--- config.mk ---
export PLATFORM = sky130hd
export DESIGN_NAME = mult_job_sequencer
export DESIGN_NICKNAME = d
export VERILOG_FILES = /design/src/rtl/mult_job_sequencer.sv
export SDC_FILE = /design/constraint.sdc
export NUM_CORES = 1
export LEC_CHECK = 0
export BUFFER_PORTS_ARGS = -buffer_cell sky130_fd_sc_hd__buf_2
export CORE_MARGIN = 4
export CORE_UTILIZATION = 58
export CTS_CLUSTER_SIZE = 8
export DETAILED_ROUTE_END_ITERATION = 10
export PLACE_DENSITY = 0.92
export SLEW_MARGIN = 20
export SYNTH_ARGS = -nofsm -noshare
export SYNTH_HDL_FRONTEND = slang
export SYNTH_SLANG_ARGS = --single-unit
--- constraint.sdc ---
create_clock -name clk -period 4.2 [get_ports clk]
set_clock_uncertainty 0.1 [all_clocks]
set_input_delay 1.26 -clock clk [delete_from_list [all_inputs] [get_ports clk]]
set_output_delay 1.26 -clock clk [all_outputs]
set_load 0.01 [all_outputs]
--- src/rtl/mult_job_sequencer.sv ---
// mult_job_sequencer: buffers operand pairs, runs one multiply job at a time, and holds each result for a valid/ready consumer
module mult_job_sequencer #(
  parameter int FIFO_DEPTH = 2,
  parameter int TIMEOUT = 15
) (
  input  logic        clk,
  input  logic        reset_a,
  input  logic        in_valid,
  output logic        in_ready,
  input  logic [7:0]  in_a,
  input  logic [7:0]  in_b,
  output logic        out_valid,
  input  logic        out_ready,
  output logic [15:0] out_product,
  output logic        out_err,
  output logic [7:0]  mult_dataa,
  output logic [7:0]  mult_datab,
  output logic        mult_start,
  input  logic        mult_done,
  input  logic [15:0] mult_product,
  output logic        busy
);
  localparam int AW = $clog2(FIFO_DEPTH);
  localparam logic [AW:0] FULL = (AW+1)'(FIFO_DEPTH);
  localparam logic [7:0] LAST = 8'(TIMEOUT - 1);
  typedef enum logic [1:0] {IDLE, LAUNCH, WAIT} state_t;
  state_t state, state_nx;
  logic [15:0] mem [FIFO_DEPTH];
  logic [AW-1:0] wr_ptr, rd_ptr;
  logic [AW:0] count;
  logic [7:0] wait_cnt;
  logic [15:0] head, load_val;
  logic push, pop, load, load_err, slot_free, empty, head_zero;
  assign empty = count == '0;
  assign in_ready = count != FULL;
  assign push = in_valid && in_ready;
  assign head = mem[rd_ptr];
  assign head_zero = head[15:8] == 8'd0 || head[7:0] == 8'd0;
  assign slot_free = !out_valid || out_ready;
  assign busy = state != IDLE || !empty;
  always_comb begin
    state_nx = state;
    pop = 1'b0;
    load = 1'b0;
    load_err = 1'b0;
    load_val = 16'd0;
    case (state)
      IDLE: if (!empty && slot_free) begin
        pop = head_zero;
        load = head_zero;
        state_nx = head_zero ? IDLE : LAUNCH;
      end
      LAUNCH: state_nx = WAIT;
      WAIT: if (mult_done || wait_cnt == LAST) begin
        pop = 1'b1;
        load = 1'b1;
        load_err = !mult_done;
        load_val = mult_done ? mult_product : 16'd0;
        state_nx = IDLE;
      end
      default: state_nx = IDLE;
    endcase
  end
  always_ff @(posedge clk or negedge reset_a)
    if (!reset_a) state <= IDLE;
    else state <= state_nx;
  always_ff @(posedge clk)
    if (push) mem[wr_ptr] <= {in_a, in_b};
  always_ff @(posedge clk or negedge reset_a) begin
    if (!reset_a) begin
      wr_ptr <= '0;
      rd_ptr <= '0;
      count <= '0;
      wait_cnt <= 8'd0;
      mult_start <= 1'b0;
      mult_dataa <= 8'd0;
      mult_datab <= 8'd0;
      out_valid <= 1'b0;
      out_product <= 16'd0;
      out_err <= 1'b0;
    end else begin
      if (push) wr_ptr <= wr_ptr + AW'(1);
      if (pop) rd_ptr <= rd_ptr + AW'(1);
      count <= count + (AW+1)'(push) - (AW+1)'(pop);
      wait_cnt <= state == WAIT ? wait_cnt + 8'd1 : 8'd0;
      mult_start <= state_nx == LAUNCH;
      if (state == IDLE && state_nx == LAUNCH) {mult_dataa, mult_datab} <= head;
      if (load) begin
        out_valid <= 1'b1;
        out_product <= load_val;
        out_err <= load_err;
      end else if (out_ready) out_valid <= 1'b0;
    end
  end
endmodule

==> results of run 1 <==
-- area by class of cell --
class / count / area [sq um] / area share (%)
clock buffers: 14 / 184 / 4.56
clock inverters: 2 / 10.0 / 0.248
inverters: 10 / 37.5 / 0.931
multi-input cells: 136 / 1130 / 28.1
flip-flops and latches: 81 / 2190 / 54.3
well taps: 72 / 90.1 / 2.23
repair buffers: 76 / 390 / 9.68
-- report_power, final --
part	leakage, nW	switching (mW)	internal (mW)	total [mW]
sequential	0.889	0.198	1.12	1.32
clock	0.102	0.260	0.282	0.542
combinational	0.761	0.550	0.536	1.09
-- state kept, by name (all words and copies together) (netlist names) --
name         cells
state            2
mult_dataa       8
mult_start       1
out_err          1
mem             32
wait_cnt         8
out_product     16
mult_datab       8
count            2
wr_ptr           1
rd_ptr           1
out_valid        1
-- per-stage QoR --
stage / cell area (sq um) / setup WS (ns)
finish: 4030 / 1.03
global route: 4030 / 0.784
CTS: 4030 / 1.05
detailed placement: 3830 / 0.937
global placement: 3830 / 1.03
floorplan: 3420 / 1.25
-- per-layer routing --
layer | share of wire (%) | up-vias | wire [microns] | global-route usage (%)
li1 | - | 1027 | - | -
met1 | 44 | 1082 | 2810 | 26.3
met2 | 49 | 60 | 3160 | 31.1
met3 | 5.3 | 12 | 344 | 4.76
met4 | 2.1 | 0 | 138 | 8.63
met5 | 0 | - | 0 | 0
-- layout by cell type, fill, tap and decap left out, drive strengths merged, types with 2 or more instances in the layout --
| cell | instances |
|---|---|
| a21oi | 3 |
| a221o | 16 |
| and3 | 4 |
| buf | 76 |
| clkbuf | 14 |
| clkinv | 2 |
| dfrtp | 49 |
| edfxtp | 32 |
| ha | 4 |
| inv | 10 |
| mux2 | 20 |
| mux2i | 14 |
| nand2 | 4 |
| nand2b | 2 |
| nand3 | 4 |
| nor2 | 13 |
| nor2b | 18 |
| nor3 | 4 |
| nor4 | 5 |
| o21bai | 2 |
| or4 | 2 |
| xnor2 | 5 |
| xor2 | 4 |
-- worst max-delay path, cell delays in order, from the launching register on --
cell and delay, ns:
dfrtp_1 0.72, buf_4 0.32, mux2i_1 0.29, nand4_1 0.21
o32ai_4 0.28, a21oi_4 0.23, nor3_1 0.19, ha_1 0.25
inv_1 0.05, ha_1 0.15, xnor2_1 0.14, xnor2_1 0.15
-- worst min-delay path by stage --
| stage | startpoint | to | slack, ns | depth (start not counted) |
|---|---|---|---|---|
| 2_1_floorplan | wait_cnt[0]$_DFF_PN0_ | wait_cnt[0]$_DFF_PN0_ | 0.35 | 1 |
| 3_3_place_gp | wait_cnt[0]$_DFF_PN0_ | wait_cnt[0]$_DFF_PN0_ | 0.37 | 1 |
| 3_5_place_dp | wait_cnt[0]$_DFF_PN0_ | wait_cnt[0]$_DFF_PN0_ | 0.38 | 1 |
| 4_1_cts | wait_cnt[0]$_DFF_PN0_ | wait_cnt[0]$_DFF_PN0_ | 0.39 | 1 |
| 5_1_grt | wait_cnt[0]$_DFF_PN0_ | wait_cnt[0]$_DFF_PN0_ | 0.42 | 1 |
| 6_report | wait_cnt[0]$_DFF_PN0_ | wait_cnt[0]$_DFF_PN0_ | 0.38 | 1 |
-- logic make-up after synthesis --
logic type,share of synthesized area (%)
XOR/XNOR,2.30
flip-flops,63.9
multiplexers,10.7
buffers and inverters,3.00
adder cells (fa/ha/maj),1.46
AND/OR/NAND/NOR,10.0
AO/OA/AOI/OAI,8.63
==> reports/qor.txt, run 1 <==
status = finished clean
#FFs+latches synth = 81
Setup TNS = 0 ns
Cells after DPL = 375
final-report hold violation count = 0
Antenna Nets Post-Route = 0
Max-slew headroom = 50.4%
Leakage Power = 1.75 nW
final setup vio count = 0
Die X = 84.8 microns
vias in the first global route = 2243
vias = 2181
power per cell area = 731 nW/um^2
startpoint types = flip-flop
RSZ-0062 raised after global routing = false
initial DRC count = 159
gr ovfl total = 0
reg2reg path depth = 11
fin crit period = 3.17 ns
Avg WL per Cell = 16.5 microns
fin nets = 355
FFs w/ async S/R, synth = 60.5%
cts repair resizes = 0
deepest clock path buffer count = 2
CTS tree = done
Yosys top cell area share = 35.8%
Site Rows = 27
Final Max Slew Viols = 0
die area = 7190 sq um
maxcap violations = 0
CP Data Required Time = 4.36 ns
htree depth = 3
global-route wire length before repair = 11.1 mm
clock root buffer = clkbuf_8
fraction of layout cells with a size suffix above 1 = 36.1%
port bufs = 73
total core area = 5610 sq um
Area contributors post-synth = dfrtp_1 36%, edfxtp_1 28%, mux2_2 6.6%
worst-skew pair later-pin latency = 0.34 ns
clk slew on worst S/H paths = 0.07 ns
Via density = 5.58
post-CTS setup buffer count = 0
reg-to-reg startpoint = rd_ptr$_DFFE_PN0P_
Mapped Avg Cell Area = 14.4 sq um
Post-DP HPWL = 4.60 mm
top-count cell post-synth = dfrtp_1
largest net degree at the start of global routing = 50
reg2reg setup slack = 1.03 ns
total power = 2.95 mW
Sink Count = 81
Routed WL = 6.45 mm
CP Data Arrival Time = 3.33 ns
fin cells = 391
gpl congestion = 0.764
n_diodes = 0
Initial Util = 61.0%
Final Cycle Share = 75.5%
CTS Hold Bufs = 0
worst-margin pin slew = 0.744 ns
syn nets = 278
Setup crit start = rd_ptr$_DFFE_PN0P_
critical path class = reg2reg
Synth cell types = 40
initial antenna violation count = 0
TritonCTS Buffers = 9
Synth Cell Area = 3420 sq um
1st-pass router iterations = 4
worst flop-to-flop path endpoint = count[1]$_DFF_PN0_
Die Height = 84.8 microns
Hold Path Class = reg2reg
top_reg_cell synth = dfrtp_1
Max FO, Critical Path = 19
CP Capture Type = flip-flop
number of fill cells in the layout = 373
worst setup path endpoint = count[1]$_DFF_PN0_
sequential share of the synthesized area = 63.9%
leading area contributor after synthesis = dfrtp_1
commonest cells in the netlist = 49 x dfrtp_1, 32 x edfxtp_1, 20 x mux2_2, 18 x nor2b_1, 16 x a221o_1
hold slack = 0.385 ns
Peak VDD IR = 0.367 mV
Area Overhead vs Synth = 17.8%
fmax = 0.315 GHz
# DRC = 0
Gate Count Post-Synth = 237
Tot GR Track Use = 19.8%
synth warn = 0
number of flops mapped to enable cells by yosys = 32
I/O pin cnt = 74
final core occ = 71.9%
Note: power is estimated with default switching activity, not from simulation.
==> inputs of run 2 (changes only) <==
Settings changed: CORE_UTILIZATION 58 to 49, PLACE_DENSITY 0.92 to 0.84.
Clock period 4.2 ns to 2.9 ns, I/O delays scaled along.
==> reports/qor.txt, run 2 (synthesized netlist as in run 1, its figures left out) <==
Post-DP HPWL = 4.75 mm (+3.3%)
Sink Count = 81 (unchanged)
RSZ-0062 raised after global routing = false
met1 Usage GRT = 22.9% (-3.4 points)
worst-margin pin slew = 0.817 ns (+0.0729 ns)
CP max stage cell = or4b_1
final setup vio count = 0 (unchanged)
Area Overhead vs Synth = 20.2%
Final Cycle Share = 92.4% (+17 points)
fin nets = 362 (+2.0%)
final worst slack = 0.220 ns (-0.810 ns)
DP Worst Slack = 0.229 ns (-0.708 ns)
CTS Hold Bufs = 0 (unchanged)
fin crit period = 2.68 ns (-0.490 ns)
CP Capture Type = flip-flop
Crit path max-delay family = simple AND/OR/NAND/NOR gates
DP Area = 3920 sq um (+2.2%)
TritonCTS Buffers = 9 (unchanged)
CP Data Required Time = 3.07 ns (-1.29 ns)
Top Registers = mem: 32 flops, out_product: 16 flops
vias = 2176 (-0.23%)
startpoint types = flip-flop
met2 Resource Use GR = 26.9% (-4.2 points)
clk slew on worst S/H paths = 0.08 ns (about the same)
status = finished clean
Tot GR Track Use = 17.0% (-2.7 points)
Seq pwr share = 43.4% (-1.3 points)
Max FO, Critical Path = 6 (-13)
Final Max Slew Viols = 0 (unchanged)
maxcap violations = 0 (unchanged)
port bufs = 73 (unchanged)
clock root buffer = clkbuf_8
sw frac = 34.1% (-0.062 points)
Cells after DPL = 406 (+8.3%)
Most flops, register = mem
Peak VDD IR = 0.576 mV (+57%)
Routed WL = 6.61 mm (+2.5%)
Die Height = 91.6 microns (+8.0%)
# DRC = 0 (unchanged)
n_diodes = 0 (unchanged)
worst-skew pair later-pin latency = 0.34 ns (about the same)
post-CTS setup buffer count = 0 (unchanged)
hold slack = 0.381 ns (-0.00376 ns)
total core area = 6790 sq um (+21%)
htree depth = 3 (unchanged)
CTS tree = done
initial antenna violation count = 0 (unchanged)
Setup TNS = 0 ns (unchanged)
deepest clock path buffer count = 2 (unchanged)
fin cells = 422 (+7.9%)
Via density = 5.16 (-7.6%)
global-route wire length before repair = 11.2 mm (+0.93%)
Psw = 1.48 mW (+47%)
fraction of layout cells with a size suffix above 1 = 37.7% (+1.7 points)
vias in the first global route = 2315 (+3.2%)
Int Power = 2.85 mW (+47%)
Clk network pwr share = 18.5% (about the same)
final core occ = 60.5% (-11 points)
Initial Util = 50.4% (-11 points)
initial DRC count = 158 (-0.63%)
GR Util met3 = 3.07% (-1.7 points)
max FFs per register = 32 (unchanged)
Die X = 91.6 microns (+8.0%)
CP max stage delay = 0.47 ns (-0.25 ns)
critical path class = reg2reg
total power = 4.33 mW (+47%)
Hold Path Class = reg2reg
I/O pin cnt = 74 (unchanged)
CP Data Arrival Time = 2.85 ns (-0.48 ns)
most frequent cells in the layout = 73 x buf_2, 49 x dfrtp_1, 32 x edfxtp_1
cts repair resizes = 0 (unchanged)
Antenna Nets Post-Route = 0 (unchanged)
fmax = 0.373 GHz (+18%)
most common cell after layout, fill and taps aside = buf_2
1st-pass router iterations = 4 (unchanged)
gpl congestion = 0.745 (-2.5%)
largest net degree at the start of global routing = 38 (-24%)
global routing's busiest layer = met2
buffers and inverters on the worst path = 2 (unchanged)
combinational share of power = 38.1% (+1.2 points)
gr ovfl total = 0 (unchanged)
Avg WL per Cell = 15.7 microns (-5.0%)
Site Rows = 30 (+11%)
Final Cell Area = 4110 sq um (+2.0%)
final-report hold violation count = 0 (unchanged)
worst-path cell chain = buf_4 > or4b_1 > o22a_1 > o32ai_4 > a21oi_4 > nor3_1 > ha_1 > inv_1 > ha_1 > xnor2_1 > xnor2_1
Leakage Power = 1.78 nW (+1.7%)
Max-slew headroom = 45.5% (-4.9 points)
power per cell area = 1050 nW/um^2 (+44%)
die area = 8390 sq um (+17%)
-- run 2: worst paths after layout --
| check | cells past startpoint | to | start | slack, ns |
|---|---|---|---|---|
| max in group asynchronous | 2 | mult_dataa[5]$_DFFE_PN0P_ | reset_a | 1.55 |
| worst max-delay path | 11 | count[1]$_DFF_PN0_ | rd_ptr$_DFFE_PN0P_ | 0.22 |
| worst min-delay path | 1 | wait_cnt[0]$_DFF_PN0_ | wait_cnt[0]$_DFF_PN0_ | 0.38 |
| worst max register to register | 11 | count[1]$_DFF_PN0_ | rd_ptr$_DFFE_PN0P_ | 0.22 |
| worst min register to register | 1 | wait_cnt[0]$_DFF_PN0_ | wait_cnt[0]$_DFF_PN0_ | 0.38 |
| min in group asynchronous | 1 | out_product[8]$_DFFE_PN0P_ | reset_a | 0.52 |
-- run 2: layout make-up --
| class | instances | area (sq um) |
|---|---|---|
| multi-input combinational | 136 | 1130 |
| sequential | 81 | 2190 |
| clock inverter | 5 | 53.8 |
| clock buffer | 11 | 141 |
| fill | 537 | 2680 |
| inverter | 10 | 37.5 |
| tap | 96 | 120 |
| timing repair buffer | 83 | 440 |
-- run 2: power groups by stage --
| stage | clock, mW | sequential (mW) | combinational [mW] |
|---|---|---|---|
| floorplan | 0 | 1.94 | 1.06 |
| global placement | 0 | 1.87 | 1.61 |
| detailed placement | 0 | 1.90 | 1.66 |
| CTS | 0.822 | 1.88 | 1.68 |
| global route | 0.865 | 1.94 | 1.83 |
| finish | 0.803 | 1.88 | 1.65 |
-- run 2: metal layers --
metal  share of wire (%)  vias up  routed length [microns]
met3                 3.2        8                      211
met4                 1.6        0                      107
li1                    -     1040                        -
met5                   0        -                        0
met1                  45     1079                     2990
met2                  50       49                     3300
